`src/rtl/word_entry_ctrl.sv`:
```
// word_entry_ctrl: sequences writes into the letter register bank from decoded
// keyboard ASCII codes. It clears the bank on start, appends printable keys,
// erases on backspace and finishes the word on TAB.
// Optional build macro: WORD_ENTRY_CASE_FOLD_EN (fold a..z to A..Z before writing).
module word_entry_ctrl #(
  parameter int unsigned MAX_LEN   = 10,
  parameter logic [7:0]  FILL_CHAR = 8'h20,
  parameter logic [7:0]  TERM_CODE = 8'h09,
  parameter logic [7:0]  BS_CODE   = 8'h08
) (
  input  logic       clk,
  input  logic       resetn,
  input  logic       start,
  input  logic       key_valid,
  input  logic [7:0] key_code,
  output logic       load,
  output logic [3:0] counter,
  output logic [7:0] ascii_code,
  output logic [3:0] length,
  output logic       busy,
  output logic       full,
  output logic       done
);

  localparam logic [1:0] S_IDLE  = 2'd0;
  localparam logic [1:0] S_CLEAR = 2'd1;
  localparam logic [1:0] S_ENTRY = 2'd2;
  localparam logic [1:0] S_DONE  = 2'd3;

  localparam logic [3:0] LP_MAX  = 4'(MAX_LEN);
  localparam logic [3:0] LP_LAST = 4'(MAX_LEN - 1);

  logic [1:0] r_state, w_state_d;
  logic       r_load, w_load_d;
  logic [3:0] r_counter, w_counter_d;
  logic [7:0] r_ascii, w_ascii_d;
  logic [3:0] r_length, w_length_d;

  logic       w_is_print;
  logic [7:0] w_write_code;

  assign w_is_print = (key_code >= 8'h21) && (key_code <= 8'h7E);

`ifdef WORD_ENTRY_CASE_FOLD_EN
  // Lower-case letters are stored as upper case so compare logic sees one form.
  always_comb begin
    w_write_code = key_code;
    if ((key_code >= 8'h61) && (key_code <= 8'h7A)) begin
      w_write_code = key_code - 8'h20;
    end
  end
`else
  // Codes are written unchanged.
  always_comb begin
    w_write_code = key_code;
  end
`endif

  // Next-state and next-output decode; all outputs leave through registers.
  always_comb begin
    w_state_d   = r_state;
    w_load_d    = 1'b0;
    w_counter_d = r_counter;
    w_ascii_d   = r_ascii;
    w_length_d  = r_length;

    if (start) begin
      // start wins in every state: (re)begin the clear sweep at index 0.
      w_state_d   = S_CLEAR;
      w_load_d    = 1'b1;
      w_counter_d = 4'd0;
      w_ascii_d   = FILL_CHAR;
      w_length_d  = 4'd0;
    end else begin
      case (r_state)
        S_CLEAR: begin
          if (r_counter == LP_LAST) begin
            w_state_d  = S_ENTRY;
            w_length_d = 4'd0;
          end else begin
            w_load_d    = 1'b1;
            w_counter_d = r_counter + 4'd1;
            w_ascii_d   = FILL_CHAR;
          end
        end
        S_ENTRY: begin
          if (key_valid) begin
            if (w_is_print) begin
              if (r_length < LP_MAX) begin
                w_load_d    = 1'b1;
                w_counter_d = r_length;
                w_ascii_d   = w_write_code;
                w_length_d  = r_length + 4'd1;
              end
            end else if (key_code == BS_CODE) begin
              if (r_length != 4'd0) begin
                w_load_d    = 1'b1;
                w_counter_d = r_length - 4'd1;
                w_ascii_d   = FILL_CHAR;
                w_length_d  = r_length - 4'd1;
              end
            end else if (key_code == TERM_CODE) begin
              if (r_length != 4'd0) begin
                w_state_d = S_DONE;
              end
            end
          end
        end
        default: begin
          // IDLE and DONE ignore keys and wait for start.
        end
      endcase
    end
  end

  // State and output registers; reset leaves the letter bank untouched.
  always_ff @(posedge clk or negedge resetn) begin
    if (!resetn) begin
      r_state   <= S_IDLE;
      r_load    <= 1'b0;
      r_counter <= 4'd0;
      r_ascii   <= 8'h00;
      r_length  <= 4'd0;
    end else begin
      r_state   <= w_state_d;
      r_load    <= w_load_d;
      r_counter <= w_counter_d;
      r_ascii   <= w_ascii_d;
      r_length  <= w_length_d;
    end
  end

  assign load       = r_load;
  assign counter    = r_counter;
  assign ascii_code = r_ascii;
  assign length     = r_length;
  assign busy       = (r_state == S_CLEAR) || (r_state == S_ENTRY);
  assign full       = (r_length == LP_MAX);
  assign done       = (r_state == S_DONE);

endmodule
```
`config.mk`:
```
export PLATFORM = sky130hd
export DESIGN_NAME = word_entry_ctrl
export DESIGN_NICKNAME = d
export VERILOG_FILES = /design/src/rtl/word_entry_ctrl.sv
export SDC_FILE = /design/constraint.sdc
export NUM_CORES = 1
export LEC_CHECK = 0
export BUFFER_PORTS_ARGS = -buffer_cell sky130_fd_sc_hd__buf_2
export CORE_MARGIN = 3
export CORE_UTILIZATION = 57
export DETAILED_ROUTE_END_ITERATION = 10
export GPL_TIMING_DRIVEN = 0
export PLACE_DENSITY_LB_ADDON = 0.25
export SETUP_SLACK_MARGIN = 0.2
export SYNTH_ARGS = -nofsm -noshare
export SYNTH_HDL_FRONTEND = slang
export SYNTH_SLANG_ARGS = --single-unit
```
`constraint.sdc`:
```
create_clock -name clk -period 5.9 [get_ports clk]
set_input_delay 1.77 -clock clk [delete_from_list [all_inputs] [get_ports clk]]
set_output_delay 1.77 -clock clk [all_outputs]
set_load 0.1 [all_outputs]
```
**After elaboration in Yosys (flattened, before gate mapping)**

Cells that the tools add are included.
W data, S select, Z words.

- Add/subtract/negate cells: 3
- $lt $le $gt $ge: 3
- Eq/ne operators: 17
- Multiplexer cells: 38
- Reduce and logical (&&, ||, !) cells: 7

Operators with widths:

| kind | count |
|---|---|
| $mux W8 | 7 |
| $mux W4 | 12 |
| $ne A3 B3 Y1 const B | 7 |
| $eq A8 B4 Y1 const B | 2 |
| $pmux W4 S2 | 2 |
| $pmux W8 S2 | 1 |
| $mux W2 | 7 |
| $ne A4 B4 Y1 const B | 3 |
| $reduce_and A6 Y1 | 2 |
| $add A4 B1 Y4 const B | 2 |
| $eq A4 B4 Y1 const B | 2 |
| $ge A8 B6 Y1 const B | 1 |
| $le A8 B7 Y1 const B | 1 |
| $mux W1 | 7 |
| $reduce_and A7 Y1 | 1 |
| $eq A2 B2 Y1 const B | 2 |
| $lt A4 B4 Y1 const B | 1 |
| $pmux W2 S2 | 1 |
| $reduce_bool A4 Y1 | 1 |
| $sub A4 B1 Y4 const B | 1 |
| $reduce_bool A3 Y1 | 1 |
| $eq A2 B1 Y1 const B | 1 |
| $pmux W1 S2 | 1 |
| $logic_and A1 B1 Y1 | 1 |
| $logic_or A1 B1 Y1 | 1 |

- Bits in registers: 19
- Input port bits: 12
- Output and inout port bits: 20

**Longest topological paths before layout**

- Depth after elaboration: 8
- Mapped depth: 9
- Gate-level depth less buffers: 8

**Worst setup path before layout**

No wires, ideal clock.

- Kind: reg2out
- Start: register r_length[1] (netlist: length[1])
- End: output port full
- Arrival: 2112 ps
- Path slack: 2018 ps
- Cell stages (with the launch flop): 3
- Path buffers: 0
- Path through: dfrtp_1 ha_1 and3_1

- Longest elaborated chain between the ends: 1

RTL lines:

| item | line | source |
|---|---|---|
| start, declared | 37 | `logic [3:0] r_length, w_length_d;` |
| start signal, assigned | 129 | `r_length <= w_length_d;` |
| $eq A4 B4 Y1 | 138 | `assign full = (r_length == LP_MAX);` |
| end, declared | 21 | `output logic full,` |

Every way passes these cells.

**Final worst setup path**

- Start: input port key_code[7]
- End: register r_ascii[5] (netlist: ascii_code[5])

- Longest elaborated chain between the ends: 6

RTL lines:

| item | line | source |
|---|---|---|
| start, declared | 15 | `input logic [7:0] key_code,` |
| $ge A8 B6 Y1 / $le A8 B7 Y1 (equally long branches) | 42 | `assign w_is_print = (key_code >= 8'h21) && (key_code <= 8'h7E);` |
| $logic_and A1 B1 Y1 | 42 |  |
| $mux W8 | 88 | `if (w_is_print) begin` |
| $mux W8 | 87 | `if (key_valid) begin` |
| $pmux W8 S2 | 75 | `case (r_state)` |
| $mux W8 | 67 | `if (start) begin` |
| end signal, assigned | 128 | `r_ascii <= w_ascii_d;` |
| end, declared | 36 | `logic [7:0] r_ascii, w_ascii_d;` |

Several ways; a longest one is shown, not always the timed one. The select of a mux whose other input is x is not followed.
A chain may end at the register's enable or synchronous reset.

==> results_dict.tcl <==
set metrics [dict create \
    ys_types 40 \
    grt_max_degree 20 \
    timing.rr.end "counter[2]" \
    start_util_pct 63.47 \
    fin_nets 200 \
    h-tree-depth 1 \
    io_pins 32 \
    synthMuxAreaShare_pct 9.273 \
    cp-start-kind "input pin" \
    cp_cell_sequence "buf_2 -> or4_4 -> or4_4 -> nand3_1 -> a31oi_1 -> nor2_4 -> mux2_2" \
    hp-class "flip-flop to flip-flop" \
    cts_setup_buffers 0 \
    drt_iter0_drc 21 \
    synth_compound_area_share_pct 15.77 \
    synth_top_family_by_area "simple AND/OR/NAND/NOR gates" \
    slew_viol_final 0 \
    routed_wl_mm 2.776 \
    post-route-util_pct 73.73 \
    crit_fanout 10 \
    vias 1168 \
    crit_type "input pin to flip-flop" \
    multi_input_area_um2 754.5 \
    ys.flop_type "dfrtp_1" \
    critical_path.startpoint "key_code[7]" \
    layout-drive-gt1-share_pct 26.14 \
    fillers 160 \
    synth_adder_area_share_pct 10.52 \
    r2r_slack_ns 3.24 \
    slowest_delay_ns 0.54 \
    cp-end-kind "flip-flop" \
    clk_pin_slew_ns 0.11 \
    cts_resized 0 \
    core_um2 2062 \
    place.gp.congestion 0.8409 \
    area_growth_pct 16.16 \
    synth-seq-cells 19 \
    synth_xor_area_share_pct 1.338 \
    synth-edff-count 0 \
    firstDrtPassIters 4 \
    rsz0062_at_grt "false" \
    clock.fmax_mhz 262.1 \
    slowest_stage "or4_4" \
    grt_first_pass_wirelength_mm 4.567 \
    min_period_over_period_pct 64.67 \
    finalCriticalPeriod_ns 3.816 \
    skew_ns 0.001041 \
    cts_buffers 3 \
    detail-route-antenna-nets 0 \
    die_h_um 53.92 \
    cp.required_ns 6.10 \
    status "completed" \
    routed_via_density 5.754 \
    cts_num_sinks 19 \
    synth_area_um2 1309 \
    path_common_cell "or4_4" \
    yosys_warnings 0 \
    hold_start "ascii_code[7]" \
    cts_tree "built" \
    cp.arrival_ns 4.01 \
    die_w_um 53.92 \
    ir_drop_mv 0.5165 \
    dp_hpwl_mm 2.180 \
    hold_slack_ns 0.4925 \
    grt.overflow.total 0 \
    hold_viol 0 \
    cap_violations 0 \
    yosys.area_share.simple_pct 20.75 \
    r2r_start "length[0]" \
    hold_depth 1 \
    final-setup-viol-count 0 \
    grt_usage_pct 21.74 \
    async_flop_share_pct 100.0 \
    min_to "ascii_code[7]" \
    worstSkewPairLatency_ns 0.30 \
    rows 16 \
    remaining_drc_errors 0 \
    port_buffers 30 \
    netlist_instances 142 \
    diodes 0 \
    worstMarginPinSlew_ns 0.6235 \
    clockBufferDepth 2 \
    wl_per_cell_um 13.67 \
    rr_worst_depth 8 \
    syn_avg_cell_area_um2 9.217 \
    p_leak_nw 0.7408 \
    seq_area_um2 475.5 \
    cts.hold.buffers_added 0 \
    syn_nets 165 \
    powerDensity_nw_per_um2 537.3 \
    relSlewSlack_pct 58.24 \
    grt_pass1_vias 1064 \
    ys_seq_area_share_pct 36.33 \
    cts_root_buffer "clkbuf_4" \
    finalSetupTns_ns 0 \
    dieArea_um2 2907 \
    grt_antenna_before_repair 0 \
]
-- metrics by stage --
stage          power, mW  cell area (um^2)  worst slack, ns  instances
4_1_cts           0.8190              1520            2.109        203
3_3_place_gp      0.7369              1493            1.805        199
2_1_floorplan     0.6574              1309            2.018        142
6_report          0.8169              1520            2.084        203
5_1_grt           0.8727              1520            2.038        203
3_5_place_dp      0.7495              1493            1.791        199
-- placed cells by master (no fill, tap or decap), types with 2 or more instances in the layout --
| master | synthesis | layout |
|---|---|---|
| buf_2 | 0 | 30 |
| dfrtp_1 | 19 | 19 |
| inv_1 | 16 | 16 |
| nand2_1 | 15 | 15 |
| mux2i_1 | 11 | 11 |
| ha_1 | 11 | 11 |
| nor2_1 | 8 | 8 |
| o21ai_0 | 7 | 7 |
| a21oi_1 | 7 | 7 |
| clkbuf_1 | 4 | 4 |
| nand3_1 | 4 | 4 |
| or2_2 | 3 | 3 |
| clkbuf_4 | 0 | 3 |
| or4_4 | 2 | 2 |
| o21bai_1 | 2 | 2 |
| and3_1 | 2 | 2 |
| nor3_1 | 2 | 2 |
| nor3b_1 | 2 | 2 |
| a31oi_1 | 2 | 2 |
| nor4_1 | 2 | 2 |
| xnor2_1 | 2 | 2 |
-- final cells by class --
| cell class | count | share of cell area [%] |
|---|---|---|
| repair buffers | 30 | 9.877 |
| well taps | 27 | 2.222 |
| flip-flops and latches | 19 | 31.28 |
| inverters | 17 | 4.198 |
| plain buffers | 4 | 0.9877 |
| multi-input cells | 102 | 49.63 |
| clock buffers | 3 | 1.481 |
| clock inverters | 1 | 0.3292 |
-- registers in the layout, summed over array words and instances (netlist names) --
register,cells
ascii_code,8
counter,4
length,4
load,1
r_state,2
-- report_power, final --
group          internal, mW  switching, mW  leakage, nW  total, mW
Clock                0.0253         0.0428       0.0177     0.0681
Sequential            0.161         0.0395        0.250      0.200
Combinational         0.132          0.417        0.473      0.549
Total                 0.318          0.499        0.741      0.817
-- worst max-delay path: cells and delay by family --
kind | cells | cell delay [ns]
AO/OA/AOI/OAI | 1 | 0.25
AND/OR/NAND/NOR | 4 | 1.50
buffers and inverters | 1 | 0.10
multiplexers | 1 | 0.38
-- worst max path at each step --
stage,endpoint
after floorplan,full
after global placement,ascii_code[5]
after detailed placement,ascii_code[5]
after CTS,ascii_code[5]
after global routing,ascii_code[5]
final,ascii_code[5]
-- logic make-up (layout without fill, tap and decap cells) --
group | Yosys count | count (layout)
DFF | 19 | 19
xor gates and xnor gates | 2 | 2
adders and majority gates | 11 | 11
and+or+nand+nor | 49 | 49
muxes | 12 | 12
AOI/OAI and AO/OA | 28 | 28
buffers and inverters | 21 | 55
-- cell usage after synthesis, types with 2 or more instances --
cell	instances	share of area, %
or4_4	2	1.7
nor2_1	8	2.3
or2_2	3	1.4
mux2i_1	11	8.4
o21ai_0	7	2.7
nor4_1	2	0.96
a31oi_1	2	0.96
ha_1	11	11
a21oi_1	7	2.7
nand3_1	4	1.5
o21bai_1	2	1.1
clkbuf_1	4	1.1
dfrtp_1	19	36
nor3_1	2	0.76
and3_1	2	0.96
inv_1	16	4.6
nor3b_1	2	1.1
nand2_1	15	4.3
xnor2_1	2	1.3
-- metal layers --
metal,vias to the layer above,GRT usage [%],part of all wire [%]
met1,558,26.39,44
li1,564,-,-
met5,-,0,0
met2,41,38.51,49
met4,0,8.085,1.1
met3,5,3.047,5.9
(Power assumes the default switching activity.)
